### config.mk
export PLATFORM = sky130hd
export DESIGN_NAME = miner_dispatch
export DESIGN_NICKNAME = d
export VERILOG_FILES = /design/src/rtl/miner_dispatch.sv
export SDC_FILE = /design/constraint.sdc
export NUM_CORES = 2
export LEC_CHECK = 0
export ABC_CLOCK_PERIOD_IN_PS = 13800
export CAP_MARGIN = 20
export CORE_ASPECT_RATIO = 0.6
export CORE_MARGIN = 5
export CORE_UTILIZATION = 61
export DETAILED_ROUTE_END_ITERATION = 6
export GPL_TIMING_DRIVEN = 0
export PLACE_DENSITY_LB_ADDON = 0.3
export SLEW_MARGIN = 20
export SYNTH_ARGS = -nofsm -noshare
export SYNTH_HDL_FRONTEND = slang
export SYNTH_SLANG_ARGS = --single-unit
export TNS_END_PERCENT = 1
### constraint.sdc
create_clock -name hash_clk -period 13.8 [get_ports hash_clk]
set_input_delay 2.07 -clock hash_clk [delete_from_list [all_inputs] [get_ports hash_clk]]
set_output_delay 2.07 -clock hash_clk [all_outputs]
set_load 0.02 [all_outputs]
### src/rtl/miner_dispatch.sv
// miner_dispatch: splits a job's nonce range across 2^LOG2_CORES miner cores,
// starts them, tracks completion, and funnels golden nonces through a
// round-robin arbiter into a small result FIFO for the UART transmitter.
module miner_dispatch #(
  parameter int LOG2_CORES      = 2,
  parameter int FIFO_DEPTH_LOG2 = 2
) (
  input  logic                            hash_clk,
  input  logic                            reset_n,
  input  logic                            new_work,
  input  logic [31:0]                     nonce_min,
  input  logic [31:0]                     nonce_max,
  output logic [(1<<LOG2_CORES)-1:0]      core_start,
  output logic [32*(1<<LOG2_CORES)-1:0]   core_nonce_min,
  output logic [32*(1<<LOG2_CORES)-1:0]   core_nonce_max,
  input  logic [(1<<LOG2_CORES)-1:0]      core_done,
  input  logic [(1<<LOG2_CORES)-1:0]      core_found,
  input  logic [32*(1<<LOG2_CORES)-1:0]   core_nonce,
  output logic                            golden_valid,
  output logic [31:0]                     golden_nonce,
  input  logic                            golden_ready,
  output logic                            job_busy,
  output logic                            job_done,
  output logic                            overflow
);

  localparam int N     = 1 << LOG2_CORES;
  localparam int DEPTH = 1 << FIFO_DEPTH_LOG2;
  localparam int IDXW  = (LOG2_CORES > 0) ? LOG2_CORES : 1;
  localparam int AW    = (FIFO_DEPTH_LOG2 > 0) ? FIFO_DEPTH_LOG2 : 1;
  localparam int CW    = FIFO_DEPTH_LOG2 + 1;

  typedef enum logic [2:0] {
    ST_IDLE  = 3'd0,
    ST_LOAD  = 3'd1,
    ST_START = 3'd2,
    ST_RUN   = 3'd3,
    ST_DONE  = 3'd4
  } state_t;

  state_t              state_r;
  logic [31:0]         min_r;
  logic [31:0]         max_r;
  logic [N-1:0]        active_r;
  logic [N-1:0]        core_start_r;
  logic [32*N-1:0]     core_nonce_min_r;
  logic [32*N-1:0]     core_nonce_max_r;
  logic                job_busy_r;
  logic                job_done_r;
  logic                overflow_r;

  logic [N-1:0]        pend_r;
  logic [31:0]         pend_nonce_r [N];
  logic [IDXW-1:0]     rr_ptr_r;

  logic [31:0]         fifo_mem_r [DEPTH];
  logic [AW-1:0]       wr_ptr_r;
  logic [AW-1:0]       rd_ptr_r;
  logic [CW-1:0]       count_r;
  logic                golden_valid_r;

  logic                abort_s;
  logic                accept_s;
  logic [32:0]         slice_s;
  logic                slice_zero_s;
  logic                empty_job_s;
  logic [N-1:0]        load_mask_s;
  logic [31:0]         range_min_s [N];
  logic [31:0]         range_max_s [N];
  logic                fifo_full_s;
  logic                pop_s;
  logic                can_push_s;
  logic                grant_vld_s;
  logic [IDXW-1:0]     grant_idx_s;
  logic [IDXW-1:0]     grant_next_s;
  logic [IDXW-1:0]     idx_v;
  logic [N-1:0]        grant_mask_s;
  logic [N-1:0]        found_ok_s;
  logic                drop_any_s;
  logic [CW-1:0]       count_next_s;

  // A new job arriving while one is in flight aborts it and flushes results;
  // found pulses are only meaningful while a job is (or just was) running.
  assign abort_s      = new_work && (state_r != ST_IDLE);
  assign accept_s     = (state_r != ST_IDLE);
  assign found_ok_s   = core_found & {N{accept_s}};
  assign empty_job_s  = (max_r < min_r);
  assign slice_s      = ({1'b0, max_r} - {1'b0, min_r} + 33'd1) >> LOG2_CORES;
  assign slice_zero_s = (slice_s == 33'd0);
  assign fifo_full_s  = (count_r == CW'(DEPTH));
  assign pop_s        = golden_valid_r && golden_ready;
  assign can_push_s   = !fifo_full_s || pop_s;

  // Per-core slice bounds; last core absorbs the remainder, core 0 takes the
  // whole range when there are fewer nonces than cores.
  always_comb begin
    for (int i = 0; i < N; i++) begin
      range_min_s[i] = min_r + (32'(slice_s) * 32'(i));
      if (i == N - 1) begin
        range_max_s[i] = max_r;
      end else if ((i == 0) && slice_zero_s) begin
        range_max_s[i] = max_r;
      end else begin
        range_max_s[i] = range_min_s[i] + 32'(slice_s) - 32'd1;
      end
    end
  end

  // Which cores take part in the job being loaded.
  always_comb begin
    load_mask_s = '0;
    if (empty_job_s) begin
      load_mask_s = '0;
    end else if (slice_zero_s) begin
      load_mask_s[0] = 1'b1;
    end else begin
      load_mask_s = '1;
    end
  end

  // Round-robin pick of one pending result, starting at the pointer.
  always_comb begin
    grant_vld_s  = 1'b0;
    grant_idx_s  = '0;
    grant_mask_s = '0;
    idx_v        = '0;
    if (can_push_s && !abort_s) begin
      for (int k = 0; k < N; k++) begin
        idx_v = rr_ptr_r + IDXW'(k);
        if (!grant_vld_s && pend_r[idx_v]) begin
          grant_vld_s = 1'b1;
          grant_idx_s = idx_v;
        end else begin
          grant_vld_s = grant_vld_s;
        end
      end
    end else begin
      grant_vld_s = 1'b0;
    end
    grant_mask_s[grant_idx_s] = grant_vld_s;
    if (grant_idx_s == IDXW'(N - 1)) begin
      grant_next_s = '0;
    end else begin
      grant_next_s = grant_idx_s + IDXW'(1);
    end
  end

  // A found pulse is dropped only when its pend slot is occupied and not
  // being drained in the same cycle.
  assign drop_any_s = |(found_ok_s & pend_r & ~grant_mask_s);

  // Next FIFO occupancy; push-while-full-with-pop keeps the count.
  always_comb begin
    case ({grant_vld_s, pop_s})
      2'b10:   count_next_s = count_r + CW'(1);
      2'b01:   count_next_s = count_r - CW'(1);
      default: count_next_s = count_r;
    endcase
  end

  // Job sequencer: latch, split, start, wait for completion, report.
  always_ff @(posedge hash_clk or negedge reset_n) begin
    if (!reset_n) begin
      state_r          <= ST_IDLE;
      min_r            <= 32'd0;
      max_r            <= 32'd0;
      active_r         <= '0;
      core_start_r     <= '0;
      core_nonce_min_r <= '0;
      core_nonce_max_r <= '0;
      job_busy_r       <= 1'b0;
      job_done_r       <= 1'b0;
    end else if (new_work) begin
      min_r        <= nonce_min;
      max_r        <= nonce_max;
      state_r      <= ST_LOAD;
      job_busy_r   <= 1'b1;
      core_start_r <= '0;
      job_done_r   <= 1'b0;
    end else begin
      case (state_r)
        ST_IDLE: begin
          core_start_r <= '0;
          job_done_r   <= 1'b0;
        end
        ST_LOAD: begin
          for (int i = 0; i < N; i++) begin
            core_nonce_min_r[32*i +: 32] <= range_min_s[i];
            core_nonce_max_r[32*i +: 32] <= range_max_s[i];
          end
          active_r <= load_mask_s;
          if (empty_job_s) begin
            state_r      <= ST_DONE;
            job_busy_r   <= 1'b0;
            job_done_r   <= 1'b1;
            core_start_r <= '0;
          end else begin
            state_r      <= ST_START;
            core_start_r <= load_mask_s;
          end
        end
        ST_START: begin
          core_start_r <= '0;
          state_r      <= ST_RUN;
        end
        ST_RUN: begin
          if ((core_done & active_r) == active_r) begin
            state_r    <= ST_DONE;
            job_busy_r <= 1'b0;
            job_done_r <= 1'b1;
          end else begin
            state_r <= ST_RUN;
          end
        end
        ST_DONE: begin
          job_done_r <= 1'b0;
          state_r    <= ST_IDLE;
        end
        default: begin
          state_r      <= ST_IDLE;
          job_busy_r   <= 1'b0;
          job_done_r   <= 1'b0;
          core_start_r <= '0;
        end
      endcase
    end
  end

  // Pending-result slots, arbiter pointer and sticky overflow flag.
  always_ff @(posedge hash_clk or negedge reset_n) begin
    if (!reset_n) begin
      pend_r     <= '0;
      rr_ptr_r   <= '0;
      overflow_r <= 1'b0;
      for (int i = 0; i < N; i++) begin
        pend_nonce_r[i] <= 32'd0;
      end
    end else begin
      for (int i = 0; i < N; i++) begin
        if (abort_s) begin
          pend_r[i] <= 1'b0;
        end else if (found_ok_s[i] && (!pend_r[i] || grant_mask_s[i])) begin
          pend_r[i]       <= 1'b1;
          pend_nonce_r[i] <= core_nonce[32*i +: 32];
        end else if (grant_mask_s[i]) begin
          pend_r[i] <= 1'b0;
        end else begin
          pend_r[i] <= pend_r[i];
        end
      end
      if (grant_vld_s) begin
        rr_ptr_r <= grant_next_s;
      end else begin
        rr_ptr_r <= rr_ptr_r;
      end
      if (new_work) begin
        overflow_r <= 1'b0;
      end else if (drop_any_s) begin
        overflow_r <= 1'b1;
      end else begin
        overflow_r <= overflow_r;
      end
    end
  end

  // Result FIFO; flushed when a running job is aborted.
  always_ff @(posedge hash_clk or negedge reset_n) begin
    if (!reset_n) begin
      wr_ptr_r       <= '0;
      rd_ptr_r       <= '0;
      count_r        <= '0;
      golden_valid_r <= 1'b0;
      for (int d = 0; d < DEPTH; d++) begin
        fifo_mem_r[d] <= 32'd0;
      end
    end else if (abort_s) begin
      wr_ptr_r       <= '0;
      rd_ptr_r       <= '0;
      count_r        <= '0;
      golden_valid_r <= 1'b0;
    end else begin
      if (grant_vld_s) begin
        fifo_mem_r[wr_ptr_r] <= pend_nonce_r[grant_idx_s];
        wr_ptr_r <= (wr_ptr_r == AW'(DEPTH - 1)) ? '0 : wr_ptr_r + AW'(1);
      end else begin
        wr_ptr_r <= wr_ptr_r;
      end
      if (pop_s) begin
        rd_ptr_r <= (rd_ptr_r == AW'(DEPTH - 1)) ? '0 : rd_ptr_r + AW'(1);
      end else begin
        rd_ptr_r <= rd_ptr_r;
      end
      count_r        <= count_next_s;
      golden_valid_r <= (count_next_s != CW'(0));
    end
  end

  assign core_start     = core_start_r;
  assign core_nonce_min = core_nonce_min_r;
  assign core_nonce_max = core_nonce_max_r;
  assign job_busy       = job_busy_r;
  assign job_done       = job_done_r;
  assign overflow       = overflow_r;
  assign golden_valid   = golden_valid_r;
  assign golden_nonce   = fifo_mem_r[rd_ptr_r];

endmodule

==> flow_summary_export.csv <==
group,metric,value,unit
status,status,"finished, final reports clean",
sta,hold_viol_final,0,
sta,max_slew_margin,0.169,
sta,rsz0062_at_grt,"false",
yosys,synth_ff_type,"dfrtp_1",
place,io_buffers,499,
clock_network,clk_latency,0.65,ns
setup_path,crit_path_max_fanout,6,
yosys,synth_edf_count,0,
die,rows,69,
sta,slew_viol_final,0,
cells_and_area,syn_to_final_growth,22.6,%
setup_path,cp-startpoint,"min_r[2]$_DFFE_PN0P_",
global_route,grt_pass1_wl,181000,um
worst_hold_path,hold_class,"register to register",
detailed_routing,drt_first_pass_iters,6,
setup_path,reg2reg_from,"min_r[2]$_DFFE_PN0P_",
cells_and_area,drive_above_1_share,0.114,
worst_hold_path,whs_path_depth,2,
setup_path,cpPeakStageDelay,0.90,ns
global_route,antenna_found_initial,3,
die,die_w,326,um
yosys,ys_types,99,
clock_network,cts_hold_buf,0,
yosys,synth_nets,4248,
global_route,first_global_vias,29800,
worst_hold_path,hold_end,"core_nonce_max[47]$_DFFE_PN0P_",
global_route,grt_util_all_layers,0.365,
place,dp_cells,4985,
sta,finClkSkew,0.0399,ns
die,boundaryPins,500,
yosys,yosysSeqAreaShare,0.410,
yosys,yosysWarnings,0,
global_route,grt_overflow_total,0,
detailed_routing,viasPerCell,6.17,
setup_path,cpMaxStageDelayCell,"xor2_1",
setup_path,worstPathRequired,14.29,ns
sta,min_period,9.94,ns
setup_path,worstPathArrival,10.43,ns
die,dieArea,0.0650,mm^2
setup_path,crit_buf_inv,1,
clock_network,clockRootBuffer,"clkbuf_16",
clock_network,numCtsBuffers,55,
yosys,synth_area,0.0365,mm^2
detailed_routing,drc_errors,0,
detailed_routing,drt_iter0_drc,3816,
setup_path,reg2regPathDepth,31,
place,gp_congestion,1.01,
die,die_h,200,um
clock_network,post_cts_buffers,0,
clock_network,cts_num_sinks,598,
setup_path,crit_family,"compound AO/OA/AOI/OAI gates",
sta,max_freq,101,MHz
sta,finalSetupViolations,0,
detailed_routing,vias,31400,
setup_path,crit_type,"register to register",
cells_and_area,final_cells,5089,
detailed_routing,wirelength,122000,um
yosys,syn_inst,3698,
clock_network,clk_pin_slew,0.07,ns
job,maxCapViolCount,0,
clock_network,cts_tree,"yes",
setup_path,rrSetupSlack,3.86,ns
place,dp_hpwl,96900,um
detailed_routing,ant_nets,0,
clock_network,cts_max_level,2,
setup_path,r2r_end,"core_nonce_max[63]$_DFFE_PN0P_",
setup_path,cp_common_cell,"o21ai_0",
global_route,grt_max_degree,101,
yosys,ys_ff_latch,598,
yosys,synth.avg_cell_area,9.88,um^2
clock_network,cts-resized-gates,0,
sta,period_share,0.720,
detailed_routing,wire_per_inst,24.0,um
clock_network,clock_path_buffers,3,
sta,worst_pin_slew,1.24,ns
die,initial_utilization,0.617,
yosys,synth-async-reset-ratio,1.00,
cells_and_area,nets,4811,
setup_path,cp-end-kind,"register",
die,core,0.0592,mm^2
setup_path,critPathLaunchType,"register",
worst_hold_path,hold_start,"core_nonce_max[47]$_DFFE_PN0P_",
flip-flops by register name (all words and copies together) (netlist names):
name	flops
wr_ptr_r	2
min_r	32
active_r	2
pend_nonce_r	128
core_nonce_max	128
overflow	1
job_busy	1
max_r	32
count_r	3
rr_ptr_r	2
core_start	2
core_nonce_min	126
job_done	1
pend_r	4
rd_ptr_r	2
golden_valid	1
fifo_mem_r	128
state_r	3
metal layers:
metal,GRT usage,vias up,wire (um)
met5,0,-,0
met4,0.113,0,4150
met3,0.129,235,16600
met2,0.486,1777,47700
met1,0.555,15400,53800
li1,-,14000,-
cell families after synthesis:
group / synth area share
flip-flops: 0.410
adder cells (fa/ha/maj): 0.129
AND/OR/NAND/NOR: 0.122
buffers and inverters: 0.0445
XOR/XNOR: 0.0475
AO/OA/AOI/OAI: 0.138
multiplexers: 0.110
synth_stat cells, drive strengths merged (10+ instances only):
cell | number | area share
ha | 294 | 0.10
fa | 52 | 0.028
nor2 | 105 | 0.011
nor2b | 25 | 0.0043
o21ai | 358 | 0.049
a21o | 82 | 0.017
buf | 41 | 0.0052
or3 | 10 | 0.0017
inv | 269 | 0.028
and2 | 10 | 0.0017
a31o | 13 | 0.0034
mux2i | 10 | 0.0027
and3 | 49 | 0.0084
nand4 | 27 | 0.0048
dfrtp | 598 | 0.41
mux4 | 32 | 0.020
nand2b | 31 | 0.0053
a31oi | 47 | 0.0085
clkbuf | 111 | 0.011
nand2 | 600 | 0.062
a211oi | 18 | 0.0040
nand3 | 46 | 0.0064
xor2 | 88 | 0.022
o31ai | 12 | 0.0025
xnor2 | 106 | 0.026
mux2 | 283 | 0.087
o21a | 15 | 0.0031
o21bai | 34 | 0.0070
a21oi | 162 | 0.022
nor3 | 34 | 0.0049
cell type report:
class,instances,area [um^2]
tap,781,977
clock inverter,29,518
multi-input combinational,2677,20000
clock buffer,71,1510
inverter,271,1020
timing repair buffer,506,5190
fill,4221,14400
buffer,152,609
sequential,598,15000
antenna,4,10.0
worst max-delay path by stage:
| stage | cells past startpoint | slack [ns] | endpoint |
|---|---|---|---|
| 6_report | 31 | 3.86 | core_nonce_max[63]$_DFFE_PN0P_ |
| 5_1_grt | 31 | 3.24 | core_nonce_max[63]$_DFFE_PN0P_ |
| 3_3_place_gp | 1 | -15.84 | pend_nonce_r[70]$_DFFE_PN0P_ |
| 4_1_cts | 31 | 4.50 | core_nonce_max[63]$_DFFE_PN0P_ |
| 2_1_floorplan | 34 | 6.73 | core_nonce_max[63]$_DFFE_PN0P_ |
| 3_5_place_dp | 31 | 4.55 | core_nonce_max[63]$_DFFE_PN0P_ |
per-stage QoR:
stage | hold slack (ns) | setup WS [ns] | setup TNS, ns | area, um^2 | util
floorplan | 0.442 | 6.73 | 0 | 36500 | -
global placement | 0.458 | -15.84 | -9375.67 | 42500 | 0.718
detailed placement | 0.462 | 4.55 | 0 | 42700 | 0.721
CTS | 0.480 | 4.50 | 0 | 44700 | 0.755
global route | 0.499 | 3.24 | 0 | 44800 | 0.757
finish | 0.478 | 3.86 | 0 | 44800 | 0.757
worst reg2reg max path: cells and delay by family, from the launching register on:
family | cells | cell delay (ns)
and+or+nand+nor | 5 | 0.68
adders and majority gates | 4 | 1.54
AOI/OAI and AO/OA | 18 | 4.86
DFF | 1 | 0.58
xor gates and xnor gates | 3 | 1.81
buffers and inverters | 1 | 0.28
placed cells by master, fill, tap and decap left out, types with 34 or more instances in the layout:
master	count
o21ai_1	62
fa_1	52
ha_1	294
a21oi_1	161
dfrtp_1	598
xor2_1	86
o21bai_1	34
clkbuf_1	119
and3_1	49
a31oi_1	46
o21ai_0	293
nand3_1	45
clkbuf_16	55
xnor2_1	94
mux2_2	283
inv_1	268
nand2_1	599
nor2_1	105
clkdlybuf4s50_1	498
a21o_1	82
Power is left out: the tool's default activity adds up to more than one toggle a clock period on the data nets, which glitch-free logic cannot reach.
